==> config.mk <==
export PLATFORM = sky130hd
export DESIGN_NAME = instr_fetch_flat
export DESIGN_NICKNAME = d
export VERILOG_FILES = /design/src/rtl/instr_fetch_pkg.sv /design/src/rtl/instr_fetch_if.sv /design/src/rtl/pc_next.sv /design/src/rtl/instr_fetch.sv /design/src/flat_wrapper.sv
export SDC_FILE = /design/constraint.sdc
export NUM_CORES = 1
export LEC_CHECK = 0
export ABC_AREA = 1
export BUFFER_PORTS_ARGS = -buffer_cell sky130_fd_sc_hd__buf_2
export CAP_MARGIN = 30
export CORE_ASPECT_RATIO = 1.2
export CORE_MARGIN = 2
export CORE_UTILIZATION = 38
export CTS_CLUSTER_SIZE = 24
export DETAILED_ROUTE_END_ITERATION = 8
export PLACE_DENSITY = 0.71
export SLEW_MARGIN = 10
export SYNTH_ARGS = -nofsm -noshare
export SYNTH_HDL_FRONTEND = slang
export SYNTH_SLANG_ARGS = --single-unit
==> constraint.sdc <==
create_clock -name clk -period 1.35 [get_ports clk]
set_input_delay 0.135 -clock clk [delete_from_list [all_inputs] [get_ports clk]]
set_output_delay 0.135 -clock clk [all_outputs]
set_load 0.005 [all_outputs]
==> src/rtl/instr_fetch_pkg.sv <==
// Shared fetch-unit definitions.
// Reset values, opcode width and fetch state encodings.
package instr_fetch_pkg;

    localparam logic [31:0] RESET_PC  = 32'h0000_0000;
    localparam logic [31:0] NOP_INSTR = 32'h0000_0013;
    localparam int unsigned OP_W      = 7;

    typedef enum logic [1:0] {
        S_REQ   = 2'd0,
        S_WAIT  = 2'd1,
        S_HOLD  = 2'd2,
        S_DRAIN = 2'd3
    } fetch_state_e;

endpackage

==> src/rtl/instr_fetch_if.sv <==
// Instruction-memory request/response bus.
// The fetch unit is master, the memory is slave.
interface instr_fetch_if;

    logic        imem_req;
    logic [31:0] imem_addr;
    logic        imem_gnt;
    logic        imem_rvalid;
    logic [31:0] imem_rdata;

    modport master (
        output imem_req,
        output imem_addr,
        input  imem_gnt,
        input  imem_rvalid,
        input  imem_rdata
    );

    modport slave (
        input  imem_req,
        input  imem_addr,
        output imem_gnt,
        output imem_rvalid,
        output imem_rdata
    );

endinterface

==> src/rtl/pc_next.sv <==
// Next-PC selection, PC+4 adder and target alignment check.
// Purely combinational; the caller decides when to load.
module pc_next (
    input  logic [31:0] pc,
    input  logic [31:0] pc_target,
    input  logic        sel_target,
    output logic [31:0] pc_plus4,
    output logic [31:0] npc,
    output logic        misalign
);

    // PC+4 wraps naturally at 2^32
    assign pc_plus4 = pc + 32'd4;

    // Target is forced to a word boundary; low bits flag an error
    always_comb begin
        npc      = pc_plus4;
        misalign = 1'b0;
        if (sel_target) begin
            npc      = {pc_target[31:2], 2'b00};
            misalign = (pc_target[1:0] != 2'b00);
        end
    end

endmodule

==> src/rtl/instr_fetch.sv <==
// Single-outstanding instruction fetch unit.
// Requests one word, holds it until consumed, handles flush.
module instr_fetch #(
    parameter logic [31:0] RESET_PC  = instr_fetch_pkg::RESET_PC,
    parameter logic [31:0] NOP_INSTR = instr_fetch_pkg::NOP_INSTR
) (
    input  logic                             clk,
    input  logic                             reset,
    input  logic                             stall,
    input  logic                             PCSrc,
    input  logic [31:0]                      PCTarget,
    input  logic                             flush,
    instr_fetch_if.master                    imem,
    output logic [31:0]                      PC,
    output logic [31:0]                      PCPlus4,
    output logic [31:0]                      Instr,
    output logic [instr_fetch_pkg::OP_W-1:0] op,
    output logic                             InstrValid,
    output logic                             misalign_err
);

    import instr_fetch_pkg::*;

    fetch_state_e state_q, state_d;

    logic [31:0] pc_q, pc_d;
    logic [31:0] instr_q, instr_d;
    logic        valid_q, valid_d;
    logic        mis_q, mis_d;

    logic [31:0] pc_plus4;
    logic [31:0] npc;
    logic        misalign;
    logic        consume;

    assign consume = (state_q == S_HOLD) && !stall && !flush;

    pc_next u_pc_next (
        .pc         (pc_q),
        .pc_target  (PCTarget),
        .sel_target (flush | PCSrc),
        .pc_plus4   (pc_plus4),
        .npc        (npc),
        .misalign   (misalign)
    );

    // State register
    always_ff @(posedge clk or negedge reset) begin
        if (!reset) begin
            state_q <= S_REQ;
        end else begin
            state_q <= state_d;
        end
    end

    // Next state; a grant or flush never leaves a response unaccounted
    always_comb begin
        state_d = state_q;
        unique case (state_q)
            S_REQ: begin
                if (flush) begin
                    state_d = imem.imem_gnt ? S_DRAIN : S_REQ;
                end else if (imem.imem_gnt) begin
                    state_d = S_WAIT;
                end
            end
            S_WAIT: begin
                if (flush) begin
                    state_d = imem.imem_rvalid ? S_REQ : S_DRAIN;
                end else if (imem.imem_rvalid) begin
                    state_d = S_HOLD;
                end
            end
            S_HOLD: begin
                if (flush || !stall) begin
                    state_d = S_REQ;
                end
            end
            S_DRAIN: begin
                if (imem.imem_rvalid) begin
                    state_d = S_REQ;
                end
            end
            default: state_d = S_REQ;
        endcase
    end

    // Bus outputs decoded from state; no request while in reset
    always_comb begin
        imem.imem_req  = reset && (state_q == S_REQ);
        imem.imem_addr = pc_q;
    end

    // Datapath next values: flush wins over response and consume
    always_comb begin
        pc_d    = pc_q;
        instr_d = instr_q;
        valid_d = valid_q;
        mis_d   = 1'b0;
        if (flush) begin
            pc_d    = npc;
            instr_d = NOP_INSTR;
            valid_d = 1'b0;
            mis_d   = misalign;
        end else if (state_q == S_WAIT && imem.imem_rvalid) begin
            instr_d = imem.imem_rdata;
            valid_d = 1'b1;
        end else if (consume) begin
            pc_d    = npc;
            valid_d = 1'b0;
            mis_d   = misalign;
        end
    end

    // Datapath registers
    always_ff @(posedge clk or negedge reset) begin
        if (!reset) begin
            pc_q    <= RESET_PC;
            instr_q <= 32'h0000_0000;
            valid_q <= 1'b0;
            mis_q   <= 1'b0;
        end else begin
            pc_q    <= pc_d;
            instr_q <= instr_d;
            valid_q <= valid_d;
            mis_q   <= mis_d;
        end
    end

    assign PC           = pc_q;
    assign PCPlus4      = pc_plus4;
    assign Instr        = instr_q;
    assign op           = instr_q[OP_W-1:0];
    assign InstrValid   = valid_q;
    assign misalign_err = mis_q;

endmodule

==> src/flat_wrapper.sv <==
// flat-port wrapper written by rule: the top's interface ports become plain ports
module instr_fetch_flat import instr_fetch_pkg::*;
#(
    parameter logic [31:0] RESET_PC  = instr_fetch_pkg::RESET_PC,
    parameter logic [31:0] NOP_INSTR = instr_fetch_pkg::NOP_INSTR
)
  (clk, reset, stall, PCSrc, PCTarget, flush, PC, PCPlus4, Instr, op, InstrValid, misalign_err, imem_imem_req, imem_imem_addr, imem_imem_gnt, imem_imem_rvalid, imem_imem_rdata);
  instr_fetch_if imem_i ();
  input  logic clk;
  input  logic reset;
  input  logic stall;
  input  logic PCSrc;
  input  logic [31:0] PCTarget;
  input  logic flush;
  output logic [31:0] PC;
  output logic [31:0] PCPlus4;
  output logic [31:0] Instr;
  output logic [instr_fetch_pkg::OP_W-1:0] op;
  output logic InstrValid;
  output logic misalign_err;
  output wire logic [$bits(imem_i.imem_req)-1:0] imem_imem_req;
  output wire logic [$bits(imem_i.imem_addr)-1:0] imem_imem_addr;
  input wire logic [$bits(imem_i.imem_gnt)-1:0] imem_imem_gnt;
  input wire logic [$bits(imem_i.imem_rvalid)-1:0] imem_imem_rvalid;
  input wire logic [$bits(imem_i.imem_rdata)-1:0] imem_imem_rdata;
  assign imem_imem_req = imem_i.imem_req;
  assign imem_imem_addr = imem_i.imem_addr;
  assign imem_i.imem_gnt = imem_imem_gnt;
  assign imem_i.imem_rvalid = imem_imem_rvalid;
  assign imem_i.imem_rdata = imem_imem_rdata;
  instr_fetch #(.RESET_PC(RESET_PC), .NOP_INSTR(NOP_INSTR)) u_core (.clk(clk), .reset(reset), .stall(stall), .PCSrc(PCSrc), .PCTarget(PCTarget), .flush(flush), .imem(imem_i), .PC(PC), .PCPlus4(PCPlus4), .Instr(Instr), .op(op), .InstrValid(InstrValid), .misalign_err(misalign_err));
endmodule
== Yosys cells after proc, flatten, opt, wreduce, memory -nomap -nowiden ==
Cells that the tools add are included.
Widths: inputs -> output; s select.

* $add $sub $neg: 1
* Equal/unequal tests: 8
* Multiplexer cells: 22
* Bitwise logic cells: 1
* Reduce and logical (&&, ||, !) cells: 14

{| class="wikitable"
|+ Operator list
! kind !! count
|-
| $mux 32 || 6
|-
| $add 32x3->32 const B || 1
|-
| $mux 2 || 8
|-
| $pmux 2 s4 || 1
|-
| $mux 1 || 7
|-
| $ne 2x2->1 const B || 3
|-
| $ne 3x3->1 const B || 2
|-
| $reduce_bool 2->1 || 3
|-
| $eq 2x2->1 const B || 2
|-
| $logic_and 1x1->1 || 4
|-
| $reduce_and 4->1 || 1
|-
| $reduce_bool 3->1 || 1
|-
| $eq 2x1->1 const B || 1
|-
| $logic_not 1->1 || 2
|-
| $logic_not 2->1 || 1
|-
| $reduce_and 2->1 || 1
|-
| $logic_or 1x1->1 || 1
|-
| $or 1x1->1 || 1
|}

* Bits in registers: 68
* Bits of input ports: 71
* Output and inout port bits: 138
* Logic and storage cells: 51

== Logic depth before layout (Yosys ltp) ==
* Depth after elaboration: 6
* Mapped depth: 10

== Modules after synthesis ==
A second synthesis with hierarchy kept.

* Cell total of the unflattened synthesis: 630
* Area total of the unflattened synthesis: 4564.4 um^2

{| class="wikitable"
|+ Modules (own cells, without submodules)
! module !! times used !! cells an instance !! area an instance (um^2) !! seq. area each (um^2)
|-
| instr_fetch || 1 || 353 || 3213.1 || 1701.6
|-
| pc_next || 1 || 277 || 1351.3 || 0.0
|}

== Worst setup path before layout ==
OpenSTA, ideal clock, no wires.

* Path type: flip-flop to flip-flop
* From: register u_core.pc_q[3] (netlist: u_core.PC[3])
* To: register u_core.pc_q[22] (netlist: u_core.PC[22])
* Library setup time: 0.116 ns
* Data arrival time: 1.338 ns
* Data required time: 1.234 ns
* Path slack: -0.104 ns
* Stages on the path, launching flop included: 11
* Buffers on the path: 0
* Clock period less this slack: 1.454 ns
* Cell sequence: dfrtp_1 -> ha_1 -> nand2_1 -> nor2_2 -> nand2_2 -> nor2_4 -> nand2_1 -> nand2_1 -> nand3_1 -> nand2_1 -> nand2_1

* Cells in the longest elaborated chain, start to end: 5

{| class="wikitable"
|+ Ends and longest elaborated chain
! element !! RTL line !! source
|-
| start: declaration || instr_fetch.sv:26 || <nowiki>logic [31:0] pc_q, pc_d;</nowiki>
|-
| start signal: assignment || instr_fetch.sv:123 || <nowiki>pc_q <= pc_d;</nowiki>
|-
| $add 32x3->32 * || pc_next.sv:13 || <nowiki>assign pc_plus4 = pc + 32'd4;</nowiki>
|-
| $mux 32 * || pc_next.sv:19 || <nowiki>if (sel_target) begin</nowiki>
|-
| $mux 32 || instr_fetch.sv:108 || <nowiki>end else if (consume) begin</nowiki>
|-
| $mux 32 || instr_fetch.sv:105 || <nowiki>end else if (state_q == S_WAIT && imem.imem_rvalid) begin</nowiki>
|-
| $mux 32 * || instr_fetch.sv:100 || <nowiki>if (flush) begin</nowiki>
|}

Every way passes the cells marked *; elsewhere a longest branch is shown, timed or not. The select of a mux whose other input is x is not followed.
A chain may end at the register's enable or synchronous reset.

== Worst setup path in the final report ==
* From: register u_core.pc_q[3] (netlist: u_core.PC[3])
* To: output port PCPlus4[26]

* Cells in the longest elaborated chain, start to end: 1

{| class="wikitable"
|+ Ends and longest elaborated chain
! element !! RTL line !! source
|-
| $add 32x3->32 || pc_next.sv:13 ||
|-
| end: declaration || flat_wrapper.sv:16 || <nowiki>output logic [31:0] PCPlus4;</nowiki>
|}

No other way between the ends.

==> results.py <==
metrics = {
    "critical_path": {
        "worstPathCellList": "ha_4 -> nand2_4 -> nor2_4 -> nand2_4 -> nor2_4 -> nand2_1 -> nand2_1 -> nand2_1 -> buf_2",
        "crit_type": "reg -> out",
        "crit_path_end_kind": "output port",
        "critPathLaunchType": "register",
        "slowest_delay_ps": 400,
        "cpMostUsedCell": "nand2_1",
        "critPathRequiredTime_ps": 1220,
        "r2r_cells": 11,
        "crit_path_top_delay_cell": "dfrtp_2",
        "crit_fanout": 5,
        "worstPathArrival_ps": 1680,
    },
    "routing": {
        "first_pass_iters": 4,
        "ant_nets": 0,
        "wire_per_inst_um": 13.9,
        "drc": 0,
        "routed_wl_mm": 12.7,
        "num_vias": 4374,
        "avgViaCountPerCell": 4.78,
        "drt_iter0_markers": 141,
    },
    "cts": {
        "clkSinkCount": 66,
        "htreeDepth": 3,
        "cts_buffer_depth": 2,
        "clkLatencyLatePin_ps": 340,
        "cts_tree": "yes",
        "cts-root-buf": "clkbuf_16",
        "clk_pin_slew_ps": 50,
        "cts_made_buffers": 9,
    },
    "sta": {
        "rsz0062_at_grt": "yes",
        "min_period_over_period_pct": 134,
        "fin_crit_ps": 1810,
        "finalHoldViolations": 0,
        "finalClockSkew_ps": 6.43,
        "fmax_mhz": 552,
        "fin_ws_ps": -463,
        "setup_viol": 57,
        "finalMaxSlewViolations": 0,
        "setup-tns-final_ps": -14130,
    },
    "die": {
        "initial_core_util_pct": 39.1,
        "die-area_sq_um": 11700,
        "io-pin-count": 209,
        "coreArea_sq_um": 10500,
        "die_h_um": 118,
        "rows": 41,
        "die_w_um": 99.0,
    },
    "synthesis": {
        "netlist_area_sq_um": 4110,
        "ys_seq_elements": 66,
        "yosysTopAreaCellShare_pct": 40.2,
        "synth_top_cell_by_area": "dfrtp_1",
        "synth_cell_types": 34,
        "yosysWarnings": 0,
        "ys_top_cells_by_area": "dfrtp_1 (40%), nand2_1 (13%), buf_4 (8.0%)",
        "ys_seq_area_share_pct": 40.2,
        "synth_cells": 542,
        "avgSynthCellArea_sq_um": 7.59,
    },
    "placed_design": {
        "dpl.hpwl_mm": 9.01,
        "port_buffers": 202,
        "gp_congestion": 0.859,
        "dp_cells": 873,
    },
    "pwr": {
        "p_leak_nw": 3.39,
        "peakVddDrop_v": 0.000757,
        "p_per_area_nw_per_um2": 1500,
    },
    "outcome": {
        "violations": "setup timing",
        "status": "complete, but fails checks",
    },
    "finish": {
        "seqCellArea_sq_um": 1660,
        "layout_common_cells": "buf_2 (201), nand2_1 (127), buf_4 (65)",
        "utilization_pct": 59.1,
        "finalNonFillerCells": 916,
        "fillers": 942,
        "syn2layout_area_growth_pct": 51.0,
        "drive_gt1_share_pct": 49.6,
        "final_common_cell": "buf_2",
        "multiInputGateArea_sq_um": 2170,
        "finalNetCount": 853,
    },
    "grt": {
        "grt.overflow.total": 0,
        "grt_pass1_vias": 4132,
        "grt_pass1_wl_mm": 19.5,
        "track_usage_pct": 20.8,
        "grt_max_degree": 67,
        "antenna_found_initial": 1,
    },
    "worst_hold_path": {
        "hp-class": "in -> reg",
        "holdPathStages": 2,
    },
    "run": {
        "maxCapViolations": 0,
    },
}
==> synthesized netlist by cell type <==
library cell	instances
a22o_1	29
nand3_1	28
o21ai_0	19
and2_1	2
o22ai_1	4
o31ai_1	1
a31oi_1	2
o22a_1	3
nand2_8	1
a21oi_2	1
dfrtp_1	66
o21ai_1	1
xnor2_2	1
or2_2	1
nand2_4	1
nor2_4	4
nor2_8	3
buf_4	44
nand2_1	146
conb_1	1
ha_1	1
nand3b_1	1
inv_2	4
buf_1	1
nand2_2	13
buf_2	9
o211ai_1	1
a21oi_1	20
inv_1	40
nor2_1	75
xor2_1	7
nor2_2	6
buf_6	1
clkbuf_1	5
==> metal layers <==
layer / share of wire (%) / vias to the layer above / GRT usage (%)
met2: 52 / 155 / 36.3
li1: - / 2173 / -
met5: 0 / - / 0
met1: 40 / 2031 / 24.5
met4: 1.8 / 0 / 7.79
met3: 6.3 / 15 / 4.75
==> report_power, final <==
part	switching, W	internal (W)
Combinational	0.00196	0.00193
Sequential	0.000368	0.00237
Clock	0.000899	0.00180
==> cell type report <==
cell class	instances	share of cell area (%)
Multi-Input combinational cell	377	34.9
Clock inverter	7	1.87
Clock buffer	9	3.63
Sequential cell	66	26.7
Tap cell	129	2.60
Timing Repair Buffer	283	27.5
Inverter	44	2.74
Antenna cell	1	0.0403
==> registers in the layout, indices dropped and copies added (netlist names) <==
name and count:
u_core.Instr 32, u_core.InstrValid 1, u_core.PC 30, u_core.misalign_err 1
u_core.state_q 2
==> worst max-delay path: cells and delay by family, from the launching register on <==
family | cells | cell delay [ps]
simple gates | 7 | 650
flops | 1 | 400
fa+ha+maj | 1 | 170
buf+inv | 1 | 120
==> timing repair <==
item | 4_1_cts | 5_1_grt
setup endpoints to repair | 82 | 83
gates cloned | 0 | 1
hold buffers | 1 | 0
gates resized for setup | 41 | 56
pin swaps | 14 | 29
endpoints found under the hold margin | 66 | 0
buffers inserted | 17 | 10
==> cell families (layout without fill, tap and decap cells) <==
kind of cell | after synthesis | count (layout) | synth area share (%)
AO/OA/AOI/OAI | 81 | 81 | 13.2
flip-flops | 66 | 66 | 40.2
buffers and inverters | 104 | 343 | 14.0
XOR/XNOR | 8 | 8 | 1.89
AND/OR/NAND/NOR | 281 | 281 | 30.4
other | 1 | 7 | 0.0912
adder cells (fa/ha/maj) | 1 | 1 | 0.304
==> final timing paths <==
path	endpoint	slack, ps	start
hold / removal	u_core.Instr[0]	20	imem_imem_rdata[0]
max in group asynchronous	u_core.PC[19]	650	reset
hold reg to reg	u_core.InstrValid	470	u_core.InstrValid
min in group asynchronous	u_core.Instr[0]	390	reset
setup / recovery	PCPlus4[26]	-460	u_core.PC[3]
setup reg to reg	u_core.PC[6]	-420	u_core.PC[3]
==> through the flow <==
| stage | instance area, sq um | setup WS (ps) | hold WS [ps] | power [W] |
|---|---|---|---|---|
| 2_1_floorplan | 4130 | -85.0 | -161 | 0.00452 |
| 5_1_grt | 6210 | -588 | 18.6 | 0.00989 |
| 6_report | 6210 | -463 | 20.8 | 0.00933 |
| 3_5_place_dp | 5360 | -205 | 212 | 0.00596 |
| 4_1_cts | 5960 | -508 | 10.6 | 0.00904 |
| 3_3_place_gp | 5360 | -151 | 208 | 0.00590 |
(Power assumes the default switching activity.)
